**config.mk**
```make
export PLATFORM = sky130hd
export DESIGN_NAME = seg_scan_ctrl
export DESIGN_NICKNAME = d
export VERILOG_FILES = /design/src/rtl/seg_pkg.sv /design/src/rtl/seg_hex7_dec.sv /design/src/rtl/seg_scan_ctrl.sv
export SDC_FILE = /design/constraint.sdc
export NUM_CORES = 1
export LEC_CHECK = 0
export CORE_ASPECT_RATIO = 1.25
export CORE_UTILIZATION = 51
export DETAILED_ROUTE_END_ITERATION = 7
export GPL_ROUTABILITY_DRIVEN = 0
export PLACE_DENSITY = 0.85
export RECOVER_POWER = 50
export SYNTH_ARGS = -nofsm -noshare
export SYNTH_HDL_FRONTEND = slang
export SYNTH_SLANG_ARGS = --single-unit
export TNS_END_PERCENT = 30
```
**constraint.sdc**
```tcl
create_clock -name clk -period 2.24 [get_ports clk]
set_clock_uncertainty 0.15 [all_clocks]
set_input_delay 0.56 -clock clk [delete_from_list [all_inputs] [get_ports clk]]
set_output_delay 0.56 -clock clk [all_outputs]
set_load 0.02 [all_outputs]
```
**src/rtl/seg_pkg.sv**
```systemverilog
// Shared definitions for the 7-segment scan controller: segment constants, scan states
// and the hex-to-segment table.
package seg_pkg;

  localparam logic [7:0] SEG_OFF = 8'h00;

  typedef enum logic [1:0] {OFF, BLANK, SHOW} scan_state_e;

  // Returns segments gfedcba, 1 = lit.
  function automatic logic [6:0] hex7(input logic [3:0] nib);
    logic [6:0] s;
    case (nib)
      4'h0:    s = 7'h3F;
      4'h1:    s = 7'h06;
      4'h2:    s = 7'h5B;
      4'h3:    s = 7'h4F;
      4'h4:    s = 7'h66;
      4'h5:    s = 7'h6D;
      4'h6:    s = 7'h7D;
      4'h7:    s = 7'h07;
      4'h8:    s = 7'h7F;
      4'h9:    s = 7'h6F;
      4'hA:    s = 7'h77;
      4'hB:    s = 7'h7C;
      4'hC:    s = 7'h39;
      4'hD:    s = 7'h5E;
      4'hE:    s = 7'h79;
      default: s = 7'h71;
    endcase
    return s;
  endfunction

endpackage

```
**src/rtl/seg_hex7_dec.sv**
```systemverilog
// Combinational nibble to 7-segment decoder (gfedcba, 1 = lit).
module seg_hex7_dec
  import seg_pkg::*;
(
  input  logic [3:0] nib,
  output logic [6:0] seg7
);

  always_comb seg7 = hex7(nib);

endmodule

```
**src/rtl/seg_scan_ctrl.sv**
```systemverilog
// Time-multiplexed N-digit 7-segment scan controller with double-buffered digit data
// and a blanking gap at the start of every digit slot.
module seg_scan_ctrl
  import seg_pkg::*;
#(
  parameter int unsigned N_DIG       = 4,
  parameter int unsigned SCAN_DIV    = 50000,
  parameter int unsigned BLANK_CYC   = 500,
  parameter bit          SEG_ACT_LOW = 1'b0,
  parameter bit          DIG_ACT_LOW = 1'b0
) (
  input  logic               clk,
  input  logic               rst_n,
  input  logic               en,
  input  logic               wr_valid,
  output logic               wr_ready,
  input  logic [4*N_DIG-1:0] wr_data,
  input  logic [N_DIG-1:0]   wr_dp,
  input  logic [N_DIG-1:0]   wr_blank,
  output logic [7:0]         seg,
  output logic [N_DIG-1:0]   dig,
  output logic               frame_tick
);

  localparam int unsigned CNT_W = (SCAN_DIV > 1) ? $clog2(SCAN_DIV) : 1;
  localparam int unsigned IDX_W = $clog2(N_DIG);
  localparam logic [CNT_W-1:0] CNT_LAST  = CNT_W'(SCAN_DIV - 1);
  localparam logic [CNT_W-1:0] CNT_BLANK = CNT_W'(BLANK_CYC);
  localparam logic [IDX_W-1:0] IDX_LAST  = IDX_W'(N_DIG - 1);
  localparam logic [7:0]       SEG_IDLE  = SEG_OFF ^ {8{SEG_ACT_LOW}};
  localparam logic [N_DIG-1:0] DIG_IDLE  = {N_DIG{DIG_ACT_LOW}};

  scan_state_e        state_q, state_d;
  logic [CNT_W-1:0]   cnt_q, cnt_d;
  logic [IDX_W-1:0]   idx_q, idx_d;
  logic               frame_evt;

  logic [4*N_DIG-1:0] act_data_q, act_data_d, sh_data_q, sh_data_d;
  logic [N_DIG-1:0]   act_dp_q, act_dp_d, sh_dp_q, sh_dp_d;
  logic [N_DIG-1:0]   act_blank_q, act_blank_d, sh_blank_q, sh_blank_d;
  logic               pend_q, pend_d;
  logic               wr_acc;

  logic [7:0]         seg_q, seg_d;
  logic [N_DIG-1:0]   dig_q, dig_d;
  logic               tick_q, tick_d;
  logic [6:0]         seg7;
  logic [3:0]         nib;

  assign wr_ready   = ~pend_q;
  assign wr_acc     = wr_valid & wr_ready;
  assign seg        = seg_q;
  assign dig        = dig_q;
  assign frame_tick = tick_q;
  assign nib        = act_data_q[{idx_q, 2'b00} +: 4];

  seg_hex7_dec u_dec (
    .nib  (nib),
    .seg7 (seg7)
  );

  always_comb begin
    state_d   = state_q;
    cnt_d     = cnt_q;
    idx_d     = idx_q;
    frame_evt = 1'b0;
    if (!en) begin
      state_d = OFF;
      cnt_d   = '0;
      idx_d   = '0;
    end else if (state_q == OFF) begin
      state_d = BLANK;
      cnt_d   = '0;
      idx_d   = '0;
    end else begin
      if (cnt_q == CNT_LAST) begin
        cnt_d = '0;
        if (idx_q == IDX_LAST) begin
          idx_d     = '0;
          frame_evt = 1'b1;
        end else begin
          idx_d = idx_q + IDX_W'(1);
        end
      end else begin
        cnt_d = cnt_q + CNT_W'(1);
      end
      state_d = (cnt_d < CNT_BLANK) ? BLANK : SHOW;
    end
  end

  // Pending data is also committed while disabled so a write cannot stall with no frames.
  always_comb begin
    act_data_d  = act_data_q;
    act_dp_d    = act_dp_q;
    act_blank_d = act_blank_q;
    sh_data_d   = sh_data_q;
    sh_dp_d     = sh_dp_q;
    sh_blank_d  = sh_blank_q;
    pend_d      = pend_q;
    if (pend_q && (frame_evt || !en)) begin
      act_data_d  = sh_data_q;
      act_dp_d    = sh_dp_q;
      act_blank_d = sh_blank_q;
      pend_d      = 1'b0;
    end
    if (wr_acc) begin
      if (en) begin
        sh_data_d  = wr_data;
        sh_dp_d    = wr_dp;
        sh_blank_d = wr_blank;
        pend_d     = 1'b1;
      end else begin
        act_data_d  = wr_data;
        act_dp_d    = wr_dp;
        act_blank_d = wr_blank;
      end
    end
  end

  always_comb begin
    logic [7:0]       seg_raw;
    logic [N_DIG-1:0] dig_raw;
    seg_raw = SEG_OFF;
    dig_raw = '0;
    if (en && state_q == SHOW && !act_blank_q[idx_q]) begin
      dig_raw = N_DIG'(1) << idx_q;
      seg_raw = {act_dp_q[idx_q], seg7};
    end
    seg_d  = seg_raw ^ {8{SEG_ACT_LOW}};
    dig_d  = dig_raw ^ {N_DIG{DIG_ACT_LOW}};
    tick_d = frame_evt;
  end

  always_ff @(posedge clk or negedge rst_n) begin
    if (!rst_n) begin
      state_q     <= OFF;
      cnt_q       <= '0;
      idx_q       <= '0;
      act_data_q  <= '0;
      act_dp_q    <= '0;
      act_blank_q <= '1;
      sh_data_q   <= '0;
      sh_dp_q     <= '0;
      sh_blank_q  <= '1;
      pend_q      <= 1'b0;
      seg_q       <= SEG_IDLE;
      dig_q       <= DIG_IDLE;
      tick_q      <= 1'b0;
    end else begin
      state_q     <= state_d;
      cnt_q       <= cnt_d;
      idx_q       <= idx_d;
      act_data_q  <= act_data_d;
      act_dp_q    <= act_dp_d;
      act_blank_q <= act_blank_d;
      sh_data_q   <= sh_data_d;
      sh_dp_q     <= sh_dp_d;
      sh_blank_q  <= sh_blank_d;
      pend_q      <= pend_d;
      seg_q       <= seg_d;
      dig_q       <= dig_d;
      tick_q      <= tick_d;
    end
  end

endmodule

```
==> summary.txt <==
STA
  • Crit share post-route: 1.00
  • Max-slew headroom: 0.278
  • Slew Viols, Final: 0
  • Final setup margin: -0.00615 ns
  • Post-layout min period: 2.25 ns
  • Worst slew pin tran: around 1.1 ns
  • Final Hold Fails: 0
  • Unrepaired setup endpoints after global routing: true
  • Setup-failing EPs final: 1
  • Fmax: 445 MHz

Finish
  • Final non-filler cell total: 515
  • ANT cells: 0
  • Fraction of layout cells with a size suffix above 1: 0.212
  • Final net count: 453
  • Fill count: 608
  • Area growth syn-to-layout: 21.3%
  • Finished Cell Area: 4930 µm²

Global route
  • Largest net degree at the start of global routing: 83
  • Initial antenna violation count: 0
  • Number of global-route vias before repair: 2,868
  • GRT overflow: 0
  • Tot GR Track Use: 0.213
  • First-pass GRT wire length: approximately 13,000 µm

Clock tree
  • Clock transition at path regs: 0.09 ns
  • H-tree levels: 3
  • TritonCTS clock tree: yes
  • TritonCTS Buffers: 9
  • Clk buf depth: 2
  • Clk Latency, worst-skew pair: 0.36 ns
  • Hold-fix buffers, CTS: 0
  • # Post-CTS Setup Buffers: 0
  • Clk root buf: clkbuf_8
  • TritonCTS Sinks: 82

Floorplanning
  • I/O pin count: 42
  • Core footprint: 7750 µm²
  • # rows: 36
  • Die area: 8330 µm²
  • Die H: 102 µm
  • DIE WIDTH: a little over 80 µm
  • Initial core utilization: 0.524

Critical path
  • CP endpoint kind: register
  • Crit path max fanout: 24
  • Crit path DAT: 2.34 ns
  • Req. time, crit path: 2.33 ns
  • Worst r2r src: cnt_q[12]
  • CP Launch Type: register
  • CP Class: reg -> reg
  • Worst-case reg-to-reg path depth: 6
  • Critical Path Start: cnt_q[12]

Power and ir drop
  • Maximum vdd ir drop: 0.376 mV
  • Logic gate share of total power: 0.173
  • Sw Share: 0.273
  • Clock share of power: 0.308
  • Flop pwr share: 0.519
  • Leak: ~0.0022 µW
  • Power Internal: approximately 2500 µW
  • Power Dens Cells: 701 nW/µm²
  • Sw Pwr: between 900 and 1000 µW

Placement
  • DP Cell Count: 499
  • Port-buffer cells: 41
  • Pre-CTS WS: -0.0168 ns
  • Placement Cell Area: between 4000 and 5000 µm²
  • Final HPWL DP: 5450 µm

Yosys
  • Share of the synthesized area in the top cell type: 0.456
  • Number of synthesized register bits: 82
  • Synth Cell Area: 4060 µm²
  • Top-count cell post-synth: dfrtp_1
  • Predominant post-synthesis flop cell: dfrtp_1
  • Post-synth ARST share: 1.00
  • Largest area contributor in the netlist: dfrtp_1
  • Synth cell types: between 40 and 50
  • Syn nets: 398
  • Post-Syn Instances: 360
  • Synth warn: 0
  • Area contributors post-synth: dfrtp_1 46%, mux2_2 6.9%, mux2i_1 6.4%, dfstp_2 5.2%, nor2_1 4.6%
  • Synth top cells by count: 74 x dfrtp_1, 50 x nor2_1, 30 x a21oi_1, 26 x mux2i_1, 25 x mux2_2
  • Seq/Total Area, Yosys: 0.508
  • Syn_area_per_cell: 11.3 µm²
  • Number of synthesized flops with an enable pin: 0

Drt
  • Wire per inst: 15.5 µm
  • Final WL: 7980 µm
  • Post-route ant nets: 0
  • Routed vias: 2,900
  • First DRT Iteration DRCs: roughly 150
  • Vias per cell: about 5.6
  • Drt first pass iters: 4
  • DRC: 0

Worst hold path
  • Min-delay worst type: reg -> reg
  • Hold path start: sh_data_q[14]
  • Worst Hold Path Cells: 1

Outcome
  • Status: finished with violations
  • Failing checks: negative setup slack

Flow run
  • Max-cap violations: 0
[path summary, 6_finish.rpt]
kind	slack, ns	endpoint
max in group asynchronous	0.82	idx_q[0]
worst max-delay path	-0.006	act_data_q[6]
worst min-delay path	0.36	sh_data_q[14]
min in group asynchronous	0.38	cnt_q[12]
worst min register to register	0.36	sh_data_q[14]
worst max register to register	-0.006	act_data_q[6]
[repair_timing]
item                                    in CTS  in global routing
endpoints found under the setup margin       2                 22
pin swaps                                    0                  5
gates resized for setup                      1                  4
[cell usage in the layout, fill, tap and decap left out, types with 3 or more instances in the layout]
master / synthesis / routed
dfrtp_1: 74 / 73
a21oi_1: 30 / 30
nor2_1: 50 / 50
xnor2_1: 6 / 6
ha_1: 10 / 10
a211oi_1: 5 / 5
xor2_1: 11 / 11
and2_1: 5 / 5
nor2b_1: 3 / 3
clkdlybuf4s50_1: 0 / 39
dfstp_2: 8 / 8
nand4_1: 6 / 6
clkbuf_8: 0 / 9
buf_4: 0 / 20
nor3_1: 6 / 6
mux4_2: 6 / 6
nand2_1: 11 / 11
o21ai_0: 5 / 5
and4_1: 3 / 3
inv_1: 9 / 9
nand3_1: 9 / 9
mux2i_1: 26 / 24
a31oi_1: 3 / 3
buf_12: 0 / 4
mux2_2: 25 / 25
[power groups by stage]
stage / sequential (µW) / combinational (µW) / clock (µW)
floorplan: 1780 / 398 / 0
global placement: 1800 / 559 / 0
detailed placement: 1820 / 594 / 0
CTS: 1790 / 599 / 1090
global route: 1810 / 661 / 1150
finish: 1790 / 598 / 1070
[cell families (layout without fill, tap and decap cells)]
group                      count (synthesis)  after routing  synth area share
AOI/OAI and AO/OA                         57             57            0.0906
xor gates and xnor gates                  17             17            0.0367
adders and majority gates                 10             10            0.0308
buffers and inverters                     31             91            0.0354
DFF                                       82             82             0.508
muxes                                     57             57             0.167
and+or+nand+nor                          106            106             0.132
[area by class of cell]
class / count / area (µm²) / area share
clock inverter: 6 / 67.6 / 0.0137
sequential: 82 / 2060 / 0.419
inverter: 9 / 33.8 / 0.00686
tap: 95 / 119 / 0.0241
clock buffer: 10 / 128 / 0.0259
timing repair buffer: 66 / 644 / 0.131
multi-input combinational: 247 / 1870 / 0.380
[metrics by stage]
stage / util / power, µW / hold slack (ns) / TNS [ns]
floorplan: - / 2180 / 0.114 / -2.31
global placement: 0.611 / 2360 / 0.336 / 0
detailed placement: 0.611 / 2410 / 0.345 / -0.0168
CTS: 0.636 / 3480 / 0.0736 / -0.0104
global route: 0.636 / 3630 / 0.383 / -0.567
finish: 0.636 / 3460 / 0.365 / -0.00615
[critical path: stages (launching register included)]
cell,delay (ns)
dfrtp_1,0.39
or4bb_4,0.57
nor4_4,0.33
a41oi_4,0.16
buf_12,0.20
mux2i_2,0.22
a21oi_1,0.10
[registers in the layout, summed over array words and instances (netlist names), 8 cells and up]
register	cells
act_data_q	16
cnt_q	16
sh_data_q	16
seg	8
[routing by layer]
metal,up-vias,part of all wire,routed length [µm],global-route usage
met1,1447,0.43,3400,0.266
met2,62,0.52,4140,0.346
met4,0,0.017,138,0.0850
met3,11,0.038,300,0.0613
met5,-,0,0,0
li1,1380,-,-,-
No activity file was read; power rests on OpenSTA's default activity.
